**src/rtl/spi_arbiter.sv**
```systemverilog
// Round-robin arbiter sharing one SPI shift engine between NREQ requesters.
// Owns the chip selects, sequences setup/hold/gap timing and aborts hung transfers.
module spi_arbiter #(
   parameter int unsigned NREQ      = 4,
   parameter int unsigned BITS      = 8,
   parameter int unsigned SETUP_CYC = 2,
   parameter int unsigned HOLD_CYC  = 2,
   parameter int unsigned GAP_CYC   = 4,
   parameter int unsigned TIMEOUT   = 1024
) (
   input  logic                 clk,
   input  logic                 rst_n,
   input  logic [NREQ-1:0]      req,
   input  logic [NREQ*BITS-1:0] tx_data,
   output logic [NREQ-1:0]      ack,
   output logic                 err,
   output logic [BITS-1:0]      rx_data,
   output logic [NREQ-1:0]      ss_n,
   output logic                 busy,
   output logic                 eng_start,
   output logic [BITS-1:0]      eng_tx,
   input  logic                 eng_done,
   input  logic [BITS-1:0]      eng_rx
);

   // Zero-length phases still occupy one cycle of their state.
   localparam int unsigned SETUP_N = (SETUP_CYC > 0) ? SETUP_CYC : 1;
   localparam int unsigned HOLD_N  = (HOLD_CYC > 0) ? HOLD_CYC : 1;
   localparam int unsigned GAP_N   = (GAP_CYC > 0) ? GAP_CYC : 1;
   localparam int unsigned TO_N    = (TIMEOUT > 0) ? TIMEOUT : 1;
   localparam int unsigned M1      = (TO_N > SETUP_N) ? TO_N : SETUP_N;
   localparam int unsigned M2      = (HOLD_N > GAP_N) ? HOLD_N : GAP_N;
   localparam int unsigned CNT_MAX = (M1 > M2) ? M1 : M2;
   localparam int unsigned CW      = $clog2(CNT_MAX + 1);
   localparam int unsigned PW      = $clog2(NREQ);

   typedef enum logic [2:0] {
      IDLE  = 3'd0,
      SETUP = 3'd1,
      START = 3'd2,
      XFER  = 3'd3,
      HOLD  = 3'd4,
      GAP   = 3'd5
   } state_t;

   state_t          st, st_d;
   logic [CW-1:0]   cnt, cnt_d;
   logic [PW-1:0]   gnt, gnt_d;
   logic [PW-1:0]   ptr, ptr_d;
   logic [BITS-1:0] rx_buf, rx_buf_d;
   logic            err_buf, err_buf_d;
   logic [BITS-1:0] eng_tx_d, rx_data_d;
   logic [NREQ-1:0] ack_d, ss_n_d;
   logic            err_d, busy_d, eng_start_d;

   logic [PW-1:0]   pick;
   logic            found;
   logic [PW:0]     idx;
   logic [BITS-1:0] tx_sel;

   // Round-robin search: first set request at or above the pointer, with wrap.
   always_comb begin
      pick  = '0;
      found = 1'b0;
      idx   = '0;
      for (int unsigned i = 0; i < NREQ; i++) begin
         idx = {1'b0, ptr} + (PW+1)'(i);
         if (idx >= (PW+1)'(NREQ)) idx = idx - (PW+1)'(NREQ);
         if (!found && req[PW'(idx)]) begin
            found = 1'b1;
            pick  = PW'(idx);
         end
      end
   end

   always_comb begin
      tx_sel = '0;
      for (int unsigned i = 0; i < NREQ; i++) begin
         if (pick == PW'(i)) tx_sel = tx_data[i*BITS +: BITS];
      end
   end

   // Next state plus next values of every registered output.
   always_comb begin
      st_d        = st;
      cnt_d       = cnt + CW'(1);
      gnt_d       = gnt;
      ptr_d       = ptr;
      rx_buf_d    = rx_buf;
      err_buf_d   = err_buf;
      eng_tx_d    = eng_tx;
      rx_data_d   = rx_data;
      ack_d       = '0;
      err_d       = 1'b0;
      ss_n_d      = '1;
      busy_d      = 1'b0;
      eng_start_d = 1'b0;

      unique case (st)
         IDLE: begin
            cnt_d = '0;
            if (found) begin
               gnt_d    = pick;
               eng_tx_d = tx_sel;
               ptr_d    = (pick == PW'(NREQ - 1)) ? '0 : pick + PW'(1);
               st_d     = SETUP;
            end
         end
         SETUP: begin
            if (cnt == CW'(SETUP_N - 1)) begin
               st_d  = START;
               cnt_d = '0;
            end
         end
         START: begin
            st_d  = XFER;
            cnt_d = '0;
         end
         XFER: begin
            if (eng_done) begin
               rx_buf_d  = eng_rx;
               err_buf_d = 1'b0;
               st_d      = HOLD;
               cnt_d     = '0;
            end else if (cnt == CW'(TO_N - 1)) begin
               rx_buf_d  = '0;
               err_buf_d = 1'b1;
               st_d      = HOLD;
               cnt_d     = '0;
            end
         end
         HOLD: begin
            if (cnt == CW'(HOLD_N - 1)) begin
               st_d       = GAP;
               cnt_d      = '0;
               ack_d[gnt] = 1'b1;
               err_d      = err_buf;
               rx_data_d  = rx_buf;
            end
         end
         GAP: begin
            if (cnt == CW'(GAP_N - 1)) begin
               st_d  = IDLE;
               cnt_d = '0;
            end
         end
         default: begin
            st_d  = IDLE;
            cnt_d = '0;
         end
      endcase

      if (st_d == SETUP || st_d == START || st_d == XFER || st_d == HOLD)
         ss_n_d[gnt_d] = 1'b0;
      eng_start_d = (st_d == START);
      busy_d      = (st_d != IDLE);
   end

   always_ff @(posedge clk or negedge rst_n) begin
      if (!rst_n) begin
         st        <= IDLE;
         cnt       <= '0;
         gnt       <= '0;
         ptr       <= '0;
         rx_buf    <= '0;
         err_buf   <= 1'b0;
         eng_tx    <= '0;
         rx_data   <= '0;
         ack       <= '0;
         err       <= 1'b0;
         ss_n      <= '1;
         busy      <= 1'b0;
         eng_start <= 1'b0;
      end else begin
         st        <= st_d;
         cnt       <= cnt_d;
         gnt       <= gnt_d;
         ptr       <= ptr_d;
         rx_buf    <= rx_buf_d;
         err_buf   <= err_buf_d;
         eng_tx    <= eng_tx_d;
         rx_data   <= rx_data_d;
         ack       <= ack_d;
         err       <= err_d;
         ss_n      <= ss_n_d;
         busy      <= busy_d;
         eng_start <= eng_start_d;
      end
   end

endmodule
```
**config.mk**
```make
export PLATFORM = sky130hd
export DESIGN_NAME = spi_arbiter
export DESIGN_NICKNAME = d
export VERILOG_FILES = /design/src/rtl/spi_arbiter.sv
export SDC_FILE = /design/constraint.sdc
export NUM_CORES = 1
export LEC_CHECK = 0
export CAP_MARGIN = 0
export CELL_PAD_IN_SITES_DETAIL_PLACEMENT = 0
export CELL_PAD_IN_SITES_GLOBAL_PLACEMENT = 2
export CORE_ASPECT_RATIO = 1.4
export CORE_UTILIZATION = 33
export CTS_BUF_LIST = sky130_fd_sc_hd__clkbuf_2
export DETAILED_ROUTE_END_ITERATION = 8
export GPL_TIMING_DRIVEN = 1
export PLACE_DENSITY_LB_ADDON = 0.1
export SKIP_LAST_GASP = 1
export SYNTH_ARGS = -nofsm -noshare
export SYNTH_HDL_FRONTEND = slang
export SYNTH_SLANG_ARGS = --single-unit
```
**constraint.sdc**
```tcl
create_clock -name clk -period 5.15 [get_ports clk]
set_input_delay 0.7725 -clock clk [delete_from_list [all_inputs] [get_ports clk]]
set_output_delay 0.7725 -clock clk [all_outputs]
set_load 0.02 [all_outputs]
```
==> summary by stage <==
Logic synthesis
The count of synthesis-stage warnings from yosys is 0. The share of flip-flops with an asynchronous set or reset after synthesis is 100%. The post-synthesis net count is 308. The area of the mapped netlist is 2650 µm². The distinct cell type count after synthesis is 50. The cell count after synthesis is 255. The top flip-flop cell by instance count after synthesis is sky130_fd_sc_hd__dfrtp_1. Averaged over all synthesized cells, the footprint is 10.4 µm².

The total of flip-flops plus latches after synthesis is 54. Sequential cells were found to cover 51.1% of the synthesized design area. In this run, synthesis inferred 0 flip-flops with an integrated enable.

Timing
For the final database, setup skew stands at 15.9 ps. The share of the cycle needed by the critical path after routing is 61.8%. The number of hold-slack violations in the final timing report is 0.

The relative slew slack is 50.5%. Subtracting the final worst setup slack from the clock period gives 3180 ps. The maximum operating frequency is 314 MHz.

Setup violations remaining at the end of the flow were counted as 0. For the pin with the worst max-slew slack, the measured transition is 738 ps. Setup repair after global routing left no endpoint under its margin. The final count of pins violating max slew is 0.

The final-layout setup total negative slack is 0 ps. The slack of the critical path is 1970 ps.

Drt
After detailed routing, the total wire length is 6.23 mm. The routed design uses 331 µm of met3 wire. In the final routing, the length of wire on met1 measures 2.68 mm. The number of iterations in the first detailed-routing pass is 4.

After detailed routing, the number of remaining DRC violations is 0. In this run, the number of DRC markers left after iteration 0 of detailed routing was 74. The count of antenna-violating nets left after detailed routing is 0.

The average wire length per cell after detail routing is 14.6 µm. The detailed-routed wire length on met2 is 3.15 mm. The number of vias in the routed layout is 2,092.

The uppermost layer routed is met4. The detailed-route vias per instance is 4.89.

Global route
The initial antenna violation count is 0. The largest net degree at the start of global routing is 55. The first global-routing pass estimated 10.2 mm of wire. The number of global-route vias before repair is 2,150. The total grt overflow is 0.

The total global-route track usage is 15.5%.

Critical path
The sum of buffers and inverters on the critical path is 2. The delay of the slowest cell on the worst path is 560 ps. The worst register-to-register path ends at ss_n[3]$_DFF_PN1_. The class of the most critical setup path is primary input to flip-flop. The signal arrival time at the worst endpoint is 3560 ps.

In this run the critical register-to-register path is launched from cnt[1]$_DFF_PN0_. STA classifies the critical path startpoint as a primary input. The signal on the critical path passes through clkdlybuf4s50_1 -> and3b_1 -> o21a_1 -> a211oi_1 -> inv_1 -> ha_1 -> nor2b_1 -> a221oi_1 -> nor3_1 -> a21oi_1 -> a21oi_1. The required time at the worst-slack endpoint is 5530 ps.

On the critical path, the stage with the largest delay is an instance of sky130_fd_sc_hd__clkdlybuf4s50_1. The logic depth of the worst register-to-register path is 7. The start point of the critical path is req[3]. The category of cells accounting for the largest share of critical-path delay is compound AO/OA/AOI/OAI gates. The worst register-to-register path has a setup slack of 2200 ps.

In this run the worst path has a maximum fanout of 10. The cell type with the highest occurrence count on the critical path is sky130_fd_sc_hd__a21oi_1. STA classifies the critical path endpoint as a flip-flop.

Clock tree
The number of buffers between clock root and the deepest sink is 2. The clock root buffer master is sky130_fd_sc_hd__clkbuf_2. Once the clock tree was built, the setup fixing pass inserted 0 buffers. The clock transition time at the flip-flop clock pins of the worst setup and hold paths is 280 ps. The count of hold buffers inserted by post-cts repair is 0. The H-tree generated during clock tree synthesis spans 2 levels. TritonCTS built the clock tree. The total CTS buffers is 5. At the later pin of the worst-skew pair, clock insertion delay measures 440 ps.

After clock tree synthesis, the repair step resized 0 gates. The tree built by TritonCTS fans out to 54 sinks.

Power
The clock network is responsible for 16.9% of the overall power. The share of total power dissipated in sequential elements is 55.8%. The worst-case IR drop observed on VDD is 157 µV.

The analysis attributes to net switching a power of 335 µW. In this run switching power makes up 34.3% of total power. The leakage power is 0.00145 µW. For this design the ratio of total power to cell area is 277 nW/µm². The internal power of the cells totals 642 µW. The share of power burned in combinational logic is 27.2%.

Layout
The multi-input combinational cells in the finished layout cover a total of 1220 µm². After the last flow step, the layout net total stands at 380. The growth of design area from synthesis to finish is 32.7%. In the final layout, flip-flops and latches occupy 1360 µm². The fraction of final layout cells with drive strength greater than 1 is 10.4%. The diode insertion count for antenna repair is 0.

The layout has 757 filler cells.

Floorplanning
The floorplan has 38 rows. The horizontal die dimension is 77.8 µm. For this configuration, the core starts out at a cell density of 34.2%. The overall die area is 8410 µm².

The placeable core region is 7750 µm². The number of primary I/O pins is 74. The vertical die dimension is 108 µm.

Flow run
The count of max-cap constraint violations is 0.

Placement
The placement-stage worst setup slack is 1500 ps. The total of buffers placed on input and output ports is 73. The routability-driven placement congestion ratio is 0.749. The detailed placement HPWL is 4.56 mm.

Min path
In this run the worst hold path is classified as primary input to asynchronous set/reset pin.

Run status
The run finished with clean final reports.
==> cells in the mapped netlist (all sizes together), types with 5 or more instances <==
master  number  area [µm²]
nor3        14        75.1
a221oi       7        61.3
nor2        29         111
mux2        10         113
ha           6        75.1
xnor2        5        43.8
a22o         8        70.1
a21oi       23         115
nand2       13        48.8
inv          9        33.8
clkbuf       8        30.0
nor2b       10        62.6
dfrtp       50        1250
==> worst max-delay path by stage <==
stage | to | slack, ps | cells past startpoint
after floorplan | eng_tx[4]$_DFFE_PN0P_ | 2420 | 11
after global placement | eng_tx[1]$_DFFE_PN0P_ | 1580 | 11
after detailed placement | eng_tx[1]$_DFFE_PN0P_ | 1500 | 11
after CTS | eng_tx[0]$_DFFE_PN0P_ | 2000 | 11
after global routing | eng_tx[1]$_DFFE_PN0P_ | 1660 | 11
final | eng_tx[3]$_DFFE_PN0P_ | 1970 | 11
==> power groups by stage <==
stage               clock (µW)  sequential, µW  combinational, µW
global placement             0             554                270
finish                     165             546                266
CTS                        179             547                271
floorplan                    0             536                182
global route               193             555                303
detailed placement           0             555                270
==> cell usage in the layout, fill, tap and decap left out, types with 3 or more instances in the layout <==
master                             n
sky130_fd_sc_hd__dfrtp_1          50
sky130_fd_sc_hd__a221oi_1          7
sky130_fd_sc_hd__nor2b_1          10
sky130_fd_sc_hd__ha_1              6
sky130_fd_sc_hd__clkdlybuf4s50_1  72
sky130_fd_sc_hd__o21ai_0           3
sky130_fd_sc_hd__nand2b_1          4
sky130_fd_sc_hd__or3_1             4
sky130_fd_sc_hd__nor3_1           13
sky130_fd_sc_hd__a22o_1            8
sky130_fd_sc_hd__a21oi_1          23
sky130_fd_sc_hd__nand3_1           4
sky130_fd_sc_hd__nor2_1           28
sky130_fd_sc_hd__nand2_1          13
sky130_fd_sc_hd__clkbuf_2          5
sky130_fd_sc_hd__xnor2_1           5
sky130_fd_sc_hd__dfstp_2           4
sky130_fd_sc_hd__nor4_1            3
sky130_fd_sc_hd__mux2_2           10
sky130_fd_sc_hd__o21a_1            3
sky130_fd_sc_hd__inv_1             9
==> final cells by class <==
class	count	share of cell area, %
inverter	9	0.959
clock inverter	3	0.462
multi-input combinational	182	34.8
sequential	54	38.5
timing repair buffer	75	21.0
tap	100	3.55
clock buffer	5	0.711
==> worst register-to-register path, stage by stage, from the launching register on <==
cell and delay [ps]:
sky130_fd_sc_hd__dfrtp_1 470, sky130_fd_sc_hd__inv_1 70, sky130_fd_sc_hd__ha_1 240, sky130_fd_sc_hd__nor4b_1 370, sky130_fd_sc_hd__nand4_1 620, sky130_fd_sc_hd__and3b_1 470
sky130_fd_sc_hd__nor4b_4 150, sky130_fd_sc_hd__or4b_1 530
==> stage by stage <==
step                      hold slack [ps]  total power, µW  area (µm²)  utilization, %  cells
after global routing                  417             1050        3520            45.4    428
final                                 390              977        3520            45.4    428
after global placement                472              823        3480            44.9    420
after detailed placement              480              825        3480            44.9    420
after floorplan                       445              718        2650               -    255
after CTS                             417              997        3520            45.4    428
==> cells by family after synthesis <==
logic type / Yosys count / share of synthesized area, %
AOI/OAI and AO/OA: 55 / 14.5
xor gates and xnor gates: 7 / 2.31
buffers and inverters: 19 / 2.74
DFF: 54 / 51.1
muxes: 11 / 4.62
and+or+nand+nor: 103 / 21.8
adders and majority gates: 6 / 2.83
==> metal layers <==
metal  vias up  track usage (%)
li1       1064                -
met1       968             17.7
met2        54             28.6
met3         6             3.29
met4         0             4.45
met5         -                0
==> state kept, by name, indices dropped and copies added (netlist names), 2 cells and up <==
name and count:
rx_buf 8, ptr 2, ss_n 4, st 3, rx_data 8, eng_tx 8, cnt 11, gnt 2
ack 4
Power figures use the tool's default switching activity.
